`src/rtl/ft_run_pkg.sv`:
```
// ft_run_pkg: shared state encoding and default address map for the run monitor.
package ft_run_pkg;
  typedef enum logic [2:0] {
    IDLE, CORE_RST, RUN, FLAG_REQ, FLAG_WAIT, RES_REQ, RES_WAIT, DONE
  } state_t;
  localparam logic [31:0] DEF_FLAG_ADDR   = 32'h0000_1000;
  localparam logic [31:0] DEF_RESULT_ADDR = 32'h0000_1004;
endpackage

```
`src/rtl/ft_obi_read.sv`:
```
// ft_obi_read: single-outstanding OBI read initiator; abort drops only a not-yet-granted request.
module ft_obi_read (
  input  logic        clk,
  input  logic        rst_n,
  input  logic        go,
  input  logic        abort,
  input  logic [31:0] addr,
  output logic        req,
  output logic [31:0] req_addr,
  output logic        busy,
  input  logic        gnt,
  input  logic        rvalid,
  input  logic [31:0] rdata_in,
  output logic        rdata_valid,
  output logic [31:0] rdata
);
  logic wait_rsp;
  always_ff @(posedge clk or negedge rst_n)
    if (!rst_n) begin
      req      <= 1'b0;
      wait_rsp <= 1'b0;
      req_addr <= '0;
    end else if (req) begin
      req      <= !gnt && !abort;
      wait_rsp <= gnt;
    end else if (wait_rsp) begin
      wait_rsp <= !rvalid;
    end else if (go) begin
      req      <= 1'b1;
      req_addr <= addr;
    end
  assign busy        = req | wait_rsp;
  assign rdata_valid = wait_rsp & rvalid;
  assign rdata       = rdata_in;
endmodule

```
`src/rtl/ft_run_monitor.sv`:
```
// ft_run_monitor: drives core reset/fetch enable, polls the completion flag over OBI and
// reports pass, fail or timeout against a captured expected result.
module ft_run_monitor
  import ft_run_pkg::*;
#(
  parameter logic [31:0] FLAG_ADDR      = DEF_FLAG_ADDR,
  parameter logic [31:0] RESULT_ADDR    = DEF_RESULT_ADDR,
  parameter int unsigned RST_CYCLES     = 4,
  parameter int unsigned POLL_INTERVAL  = 8,
  parameter int unsigned TIMEOUT_CYCLES = 100
) (
  input  logic        clk_i,
  input  logic        rst_ni,
  input  logic        start_i,
  input  logic [31:0] expected_i,
  output logic        core_rst_no,
  output logic        core_fetch_en_o,
  output logic        data_req_o,
  output logic [31:0] data_addr_o,
  input  logic        data_gnt_i,
  input  logic        data_rvalid_i,
  input  logic [31:0] data_rdata_i,
  output logic        busy_o,
  output logic        done_o,
  output logic        pass_o,
  output logic        timeout_o,
  output logic [31:0] result_o,
  output logic [31:0] cycles_o
);
  state_t      state, state_next;
  logic [31:0] wait_cnt, run_cnt, expected, rd_addr, rdata;
  logic        go, abort, rd_valid, rd_busy, tmo, late, flag_hit, accept;

  ft_obi_read u_obi (
    .clk(clk_i), .rst_n(rst_ni), .go(go), .abort(abort), .addr(rd_addr),
    .req(data_req_o), .req_addr(data_addr_o), .busy(rd_busy),
    .gnt(data_gnt_i), .rvalid(data_rvalid_i), .rdata_in(data_rdata_i),
    .rdata_valid(rd_valid), .rdata(rdata)
  );

  // A non-zero flag landing exactly on the timeout cycle still wins; one arriving later is discarded.
  assign tmo      = run_cnt >= TIMEOUT_CYCLES;
  assign late     = run_cnt > TIMEOUT_CYCLES;
  assign accept   = start_i && (state == IDLE || state == DONE);
  assign flag_hit = state == FLAG_WAIT && rd_valid && rdata != '0 && !late;

  always_ff @(posedge clk_i or negedge rst_ni)
    if (!rst_ni) state <= IDLE;
    else state <= state_next;

  always_comb begin
    state_next = state;
    case (state)
      IDLE, DONE: state_next = start_i ? CORE_RST : state;
      CORE_RST:   state_next = wait_cnt == RST_CYCLES - 1 ? RUN : CORE_RST;
      RUN:        state_next = tmo ? DONE : wait_cnt == POLL_INTERVAL - 1 ? FLAG_REQ : RUN;
      FLAG_REQ:   state_next = tmo ? DONE : FLAG_WAIT;
      FLAG_WAIT:
        if (flag_hit) state_next = RES_REQ;
        else if (rd_valid) state_next = tmo ? DONE : RUN;
        else if (tmo && data_req_o && !data_gnt_i) state_next = DONE;
      RES_REQ:    state_next = RES_WAIT;
      RES_WAIT:   state_next = rd_valid ? DONE : RES_WAIT;
      default:    state_next = IDLE;
    endcase
  end

  always_comb begin
    go              = !rd_busy && ((state == FLAG_REQ && !tmo) || state == RES_REQ);
    abort           = state == FLAG_WAIT && tmo;
    rd_addr         = state == RES_REQ ? RESULT_ADDR : FLAG_ADDR;
    core_rst_no     = !(state inside {IDLE, CORE_RST});
    core_fetch_en_o = state inside {RUN, FLAG_REQ, FLAG_WAIT, RES_REQ, RES_WAIT};
    busy_o          = !(state inside {IDLE, DONE});
    done_o          = state == DONE;
  end

  always_ff @(posedge clk_i or negedge rst_ni)
    if (!rst_ni) begin
      wait_cnt  <= '0;
      run_cnt   <= '0;
      expected  <= '0;
      pass_o    <= 1'b0;
      timeout_o <= 1'b0;
      result_o  <= '0;
      cycles_o  <= '0;
    end else begin
      wait_cnt <= state_next != state ? '0 : wait_cnt + 32'd1;
      if (accept) begin
        expected  <= expected_i;
        run_cnt   <= '0;
        pass_o    <= 1'b0;
        timeout_o <= 1'b0;
        result_o  <= '0;
        cycles_o  <= '0;
      end else begin
        if (core_fetch_en_o && run_cnt != '1) run_cnt <= run_cnt + 32'd1;
        if (flag_hit) cycles_o <= run_cnt;
        if (state == RES_WAIT && rd_valid) begin
          result_o <= rdata;
          pass_o   <= rdata == expected;
        end
        if (state_next == DONE && state inside {RUN, FLAG_REQ, FLAG_WAIT}) timeout_o <= 1'b1;
      end
    end
endmodule

```
`config.mk`:
```
export PLATFORM = sky130hd
export DESIGN_NAME = ft_run_monitor
export DESIGN_NICKNAME = d
export VERILOG_FILES = /design/src/rtl/ft_run_pkg.sv /design/src/rtl/ft_obi_read.sv /design/src/rtl/ft_run_monitor.sv
export SDC_FILE = /design/constraint.sdc
export NUM_CORES = 1
export LEC_CHECK = 0
export BUFFER_PORTS_ARGS = -buffer_cell sky130_fd_sc_hd__buf_2
export CAP_MARGIN = 20
export CORE_MARGIN = 2
export CORE_UTILIZATION = 50
export DETAILED_ROUTE_END_ITERATION = 8
export PLACE_DENSITY = 0.73
export SYNTH_ARGS = -nofsm -noshare
export SYNTH_HDL_FRONTEND = slang
export SYNTH_HIERARCHICAL = 1
export SYNTH_SLANG_ARGS = --single-unit
```
`constraint.sdc`:
```
create_clock -name clk_i -period 3.1 [get_ports clk_i]
set_input_delay 0.155 -clock clk_i [delete_from_list [all_inputs] [get_ports clk_i]]
set_output_delay 0.155 -clock clk_i [all_outputs]
set_load 0.005 [all_outputs]
```
==> results of run 1 <==
## final cells by class
cell class / count / share of cell area (%)
Clock inverter: 13 / 1.24
Inverter: 12 / 0.390
Tap cell: 229 / 2.48
Clock buffer: 19 / 3.84
Sequential cell: 199 / 43.1
Multi-Input combinational cell: 692 / 34.6
Timing Repair Buffer: 249 / 14.3
## routing by layer
layer  wire length [um]  vias to the layer above
li1                   -                     3557
met1               9530                     3666
met2              11200                      233
met3               1060                       58
met4                592                        0
met5                  0                        -
## repair_timing
item                                   CTS  global route
endpoints found under the hold margin  152             1
resized for setup                        0             1
setup endpoints to repair                0            18
hold buffers                            63             1
## cells in the mapped netlist (all sizes together), types with 2 or more instances
cell type,n
nand2,208
dfrtp,199
nor2,75
xor2,53
a21oi,43
buf,42
nand3,34
mux2,32
nor4,30
clkbuf,29
and2,28
xnor2,28
o21ai,27
nand4,21
inv,12
and3,11
and4,11
nor3,10
or3,9
nor2b,5
o31ai,5
a21boi,3
ha,3
nand2b,3
nor3b,3
or2,3
a31oi,2
conb,2
## registers in the layout, indices dropped and copies added, names as in the netlist
signal,cells
cycles_o,32
expected,32
pass_o,1
result_o,32
run_cnt,32
state,3
timeout_o,1
u_obi/req,1
u_obi/req_addr,32
u_obi/wait_rsp,1
wait_cnt,32
## worst reg2reg max path, cell delays in order (launching register included)
cell and delay (ps):
dfrtp_1 420, nor4_1 370, and3_1 310, nand3_1 200
o21ai_0 230, nor3b_1 310, nor3b_4 300, buf_6 260
mux2_2 370
## per-stage QoR
| step | setup slack, ps | utilization (%) | total power, mW | cells |
|---|---|---|---|---|
| final | 238 | 63.6 | 8.95 | 1413 |
| after global routing | 39.1 | 63.6 | 9.51 | 1413 |
| after CTS | 220 | 63.5 | 9.01 | 1412 |
| after detailed placement | 395 | 56.8 | 6.71 | 1317 |
| after global placement | 486 | 56.8 | 6.60 | 1317 |
| after floorplan | 777 | - | 5.73 | 974 |
## how the worst max path moves through the flow
| stage | from | endpoint | slack, ps | cells after the start |
|---|---|---|---|---|
| 6_report | run_cnt[29]$_DFFE_PN0P_ | u_obi/req_addr[1]$_DFFE_PN0P_ | 240 | 8 |
| 3_3_place_gp | run_cnt[21]$_DFFE_PN0P_ | u_obi/req_addr[6]$_DFFE_PN0P_ | 490 | 8 |
| 2_1_floorplan | run_cnt[4]$_DFFE_PN0P_ | u_obi/req_addr[0]$_DFFE_PN0P_ | 780 | 8 |
| 4_1_cts | run_cnt[29]$_DFFE_PN0P_ | u_obi/req_addr[30]$_DFFE_PN0P_ | 220 | 8 |
| 3_5_place_dp | run_cnt[24]$_DFFE_PN0P_ | u_obi/req_addr[30]$_DFFE_PN0P_ | 400 | 8 |
| 5_1_grt | run_cnt[14]$_DFFE_PN0P_ | u_obi/req_addr[1]$_DFFE_PN0P_ | 40 | 8 |
## power groups by stage
stage / Clock [mW] / Sequential (mW) / Combinational [mW]
final: 2.21 / 3.77 / 2.98
after global routing: 2.36 / 3.86 / 3.29
after CTS: 2.26 / 3.76 / 2.99
after detailed placement: 0 / 3.80 / 2.91
after global placement: 0 / 3.77 / 2.83
after floorplan: 0 / 3.71 / 2.02
## cell families (layout without fill, tap and decap cells)
group | after synthesis | count (layout)
AO/OA/AOI/OAI | 89 | 89
AND/OR/NAND/NOR | 455 | 455
flip-flops | 199 | 199
adder cells (fa/ha/maj) | 3 | 3
XOR/XNOR | 81 | 81
other | 2 | 31
buffers and inverters | 83 | 293
multiplexers | 33 | 33
==> results.yml, run 1 <==
clocking:
  cts_sinks: 199
  tritoncts: "built"
  numCtsBuffers: 17
  cts.htree.levels: 4
  post_cts_buffers: 0
  cts_buffer_depth: 2
  root_buffer: "clkbuf_16"
  clk_pin_slew_ps: 70
  insertion_delay_ps: 420
routing:
  wl_mm: 22.4
  via_per_inst: 5.32
  num_vias: 7514
  drtAntennaViolNets: 0
  routedWlPerCell_um: 15.9
  drc_errors: 0
  drt-initial-drc-count: 505
  firstDrtPassIters: 5
setup_path:
  r2r-start: "run_cnt[29]$_DFFE_PN0P_"
  reg2reg_depth: 8
  worstSetupStartpointType: "register"
  slowest_delay_ps: 420
  crit_type: "reg2reg"
  cp-end-kind: "register"
  critPathArrivalTime_ps: 3170
  crit_family: "simple AND/OR/NAND/NOR gates"
  crit_buf_inv: 1
  rrSetupSlack_ps: 240
  path_cells: "nor4_1 -> and3_1 -> nand3_1 -> o21ai_0 -> nor3b_1 -> nor3b_4 -> buf_6 -> mux2_2"
  timing.rr.end: "u_obi/req_addr[1]$_DFFE_PN0P_"
  critPathSlowestCell: "dfrtp_1"
  cp.required_ps: 3410
  cp_max_fo: 20
power_and_ir_drop:
  netSwitchingPower_mw: 3.13
  power.density_nw_per_um2: 776
  leakagePower_nw: 5.57
  internal-power_mw: 5.82
  pwr-share-seq_pct: 42.1
  sw_frac_of_total_pct: 35.0
  comb_power_share_pct: 33.3
  clock_power_share_pct: 24.7
  ir_worst_vdd_mv: 0.392
floorplan:
  initial_core_util_pct: 51.4
  io_pins: 172
  die_w_um: 141
  fp.dieH_um: 141
  dieArea_sq_um: 19800
  core_sq_um: 18100
  rows: 49
synthesis:
  yosys_most_used_dff: "dfrtp_1"
  seq_area_frac_synth_pct: 53.4
  synth-simple-area-share_pct: 23.5
  synth_top_area_share_pct: 53.4
  synth-xor-area-share_pct: 7.61
  netlist_instances: 945
  synth_top_cell_by_area: "dfrtp_1"
  yosys-top-cells-area: "dfrtp_1 (53%), nand2_1 (8.4%), xor2_1 (5.0%)"
  synth_top_family_by_area: "simple AND/OR/NAND/NOR gates"
  synth_compound_area_share_pct: 5.90
  ys_seq_elements: 199
  synth_area_per_cell_sq_um: 9.87
  ys.warnings.count: 6
  async_reset_ff_share_pct: 100
  synth_edf_count: 0
  syn_area_sq_um: 9330
  synth_cell_types: 53
  synthAdderAreaFrac_pct: 0.402
  synthMuxAreaShare_pct: 3.97
min_path:
  hold_path_class: "in2reg"
  min_path_cells: 3
  hold_end: "result_o[7]$_DFFE_PN0P_"
  hold_start: "data_rdata_i[7]"
timing:
  setup_viol: 0
  slew_headroom_pct: 48.6
  period_share_pct: 92.3
  holdWs_ps: 16.4
  hold_viol: 0
  worst_pin_slew_ps: 771
  clock_skew_ps: 11.2
  period_minus_slack_ps: 2860
  maxSlewViolCount: 0
  fin_tns_setup_ps: 0
  rsz0062_at_grt: "false"
  max_freq_ghz: 0.349
placed_design:
  hpwlAfterDp_mm: 14.6
  gp_congestion: 0.853
  numPortBuffers: 171
  dpl-instance-area_sq_um: 10300
flow_run:
  cap_viol_max_count: 0
global_route:
  antenna_found_initial: 0
  grt_pass1_wl_mm: 36.7
  gr-usage-met1_pct: 30.1
  top_usage_layer: "met2"
  grt-ovfl-total: 0
  gr-usage-all-layers_pct: 22.9
  grt_max_degree: 95
  use_met3_pct: 4.48
  grt_use_met2_pct: 38.6
  grt_pass1_vias: 7432
cells_and_area:
  final_nets: 1243
  final_common_cell: "nand2_1"
  multiInputGateArea_sq_um: 3990
  syn_to_final_growth_pct: 23.8
  fillers: 1454
  regArea_sq_um: 4980
  antenna_cells: 0
  design_area_sq_um: 11500
  layout_common_cells: "nand2_1 (208), dfrtp_1 (199), buf_2 (170)"
  drive_above_1_share_pct: 23.8
outcome:
  outcome: "completed"
(Power assumes the default switching activity.)
==> run 2, diff against run 1 <==
CTS_BUF_LIST = sky130_fd_sc_hd__clkbuf_2   (was unset)
==> run 2 against run 1 <==
  * Setup slack improved by 39 ps
  * Sequential power about the same
  * Die area unchanged
  * Utilization decreased by 1.2 points
  * Via count increased by 1.3%
  * Count of clock-buffer cells in the layout decreased by 1
  * Non-clock buffer count increased by 12
  * Combinational power increased by 3%
  * Global-route usage increased by 0.11 points
  * Clock power decreased by 42%
  * Clock skew increased by 33 ps
  * Final area decreased by 1.8%
  * Largest cell class unchanged
==> results.yml, run 2 (synthesis results as in run 1) <==
floorplan:
  die_w_um: 141
  initial_core_util_pct: 51.4
  dieArea_sq_um: 19800
  io_pins: 172
  core_sq_um: 18100
  rows: 49
  fp.dieH_um: 141
placed_design:
  dp_slack_ps: 395
  numPortBuffers: 171
  dpl-instance-area_sq_um: 10300
  gp_congestion: 0.853
  hpwlAfterDp_mm: 14.6
routing:
  drc_errors: 0
  via_per_inst: 5.33
  wl_met3_mm: 1.15
  top_layer: "met4"
  num_vias: 7610
  drt-initial-drc-count: 442
  firstDrtPassIters: 6
  m1WireLength_mm: 9.57
  drtAntennaViolNets: 0
  routedWlPerCell_um: 15.8
  wl_mm: 22.5
  wl_met2_mm: 11.2
clocking:
  cts_sinks: 199
  root_buffer: "clkbuf_2"
  cts_buffer_depth: 2
  numCtsBuffers: 17
  cts.htree.levels: 4
  post_cts_buffers: 0
  clk_pin_slew_ps: 290
  tritoncts: "built"
  insertion_delay_ps: 770
cells_and_area:
  layout_common_cells: "nand2_1 (208), dfrtp_1 (199), buf_2 (170)"
  final_common_cell: "nand2_1"
  drive_above_1_share_pct: 23.7
  syn_to_final_growth_pct: 21.5
  design_area_sq_um: 11300
  final_nets: 1255
  fillers: 1492
min_path:
  hold_path_class: "in2reg"
  hold_start: "expected_i[12]"
flow_run:
  cap_viol_max_count: 0
outcome:
  outcome: "completed"
timing:
  period_minus_slack_ps: 2820
  maxSlewViolCount: 0
  clock_skew_ps: 44.1
  rsz0062_at_grt: "false"
  holdWs_ps: 82.2
  worst_pin_slew_ps: 747
  hold_viol: 0
  fin_tns_setup_ps: 0
  setup_viol: 0
  fin_ws_ps: 277
  slew_headroom_pct: 49.7
  period_share_pct: 91.1
  max_freq_ghz: 0.354
power_and_ir_drop:
  comb_power_share_pct: 37.8
  sw_frac_of_total_pct: 37.8
  power.total_mw: 8.10
  ir_worst_vdd_mv: 0.377
  netSwitchingPower_mw: 3.07
  clock_power_share_pct: 15.8
  power.density_nw_per_um2: 715
  pwr-share-seq_pct: 46.4
  internal-power_mw: 5.03
  leakagePower_nw: 5.49
setup_path:
  r2r-start: "run_cnt[29]$_DFFE_PN0P_"
  cp.required_ps: 3760
  path_cells: "nor4_1 -> and3_1 -> nand3_1 -> o21ai_0 -> nor3b_1 -> nor3b_4 -> buf_4 -> mux2_2"
  worstSetupStartpointType: "register"
  cp-end-kind: "register"
  slowest_delay_ps: 480
  critPathSlowestCell: "dfrtp_1"
  cp_max_fo: 20
  critPathArrivalTime_ps: 3480
  critical_path.startpoint: "run_cnt[29]$_DFFE_PN0P_"
  crit_type: "reg2reg"
global_route:
  grt_pass1_wl_mm: 36.7
  grt_pass1_vias: 7507
  gr-usage-all-layers_pct: 23.0
  grt-ovfl-total: 0
  grt_max_degree: 92
  antenna_found_initial: 1
==> run 2: critical path: cells and delay by family (launching register included) <==
| family | cells | cell delay (ps) |
|---|---|---|
| mux | 1 | 370 |
| simple gates | 5 | 1320 |
| buf+inv | 1 | 320 |
| compound gates | 1 | 220 |
| flops | 1 | 480 |
==> run 2: what timing repair did <==
item | 4_1_cts | 5_1_grt
hold buffers | 76 | 0
gates resized for setup | 0 | 0
hold endpoints to repair | 268 | 0
==> run 2: final timing paths <==
kind | end | slack [ps] | cells after the start
max in group asynchronous | cycles_o[0]$_DFFE_PN0P_ | 1980 | 4
setup reg to reg | u_obi/req_addr[4]$_DFFE_PN0P_ | 280 | 8
setup / recovery | u_obi/req_addr[4]$_DFFE_PN0P_ | 280 | 8
hold / removal | expected[12]$_DFFE_PN0P_ | 80 | 4
min in group asynchronous | run_cnt[10]$_DFFE_PN0P_ | 430 | 3
hold reg to reg | cycles_o[10]$_DFFE_PN0P_ | 520 | 1
==> run 2: layout make-up <==
| cell class | instances | area, sq um | area share (%) |
|---|---|---|---|
| Clock inverter | 14 | 146 | 1.29 |
| Antenna cell | 2 | 5.00 | 0.0442 |
| Multi-Input combinational cell | 692 | 3990 | 35.2 |
| Timing Repair Buffer | 261 | 1790 | 15.8 |
| Inverter | 12 | 45.0 | 0.397 |
| Tap cell | 229 | 287 | 2.53 |
| Clock buffer | 18 | 90.1 | 0.795 |
| Sequential cell | 199 | 4980 | 43.9 |
==> run 2: power groups by stage <==
stage                     Clock (mW)  Combinational [mW]  Sequential (mW)
final                           1.28                3.06             3.76
after global routing            1.42                3.37             3.85
after CTS                       1.31                3.06             3.75
after detailed placement           0                2.91             3.80
after global placement             0                2.83             3.77
after floorplan                    0                2.02             3.71
==> run 2: metrics by stage <==
stage                     std cells  utilization, %
after detailed placement       1317            56.8
after global routing           1426            62.4
after floorplan                 974               -
after CTS                      1425            62.4
final                          1427            62.4
after global placement         1317            56.8
==> run 2: metal layers <==
layer	global-route usage, %	vias up
met5	0	-
met4	9.00	0
met3	5.10	55
met2	37.9	260
met1	30.0	3717
li1	-	3578
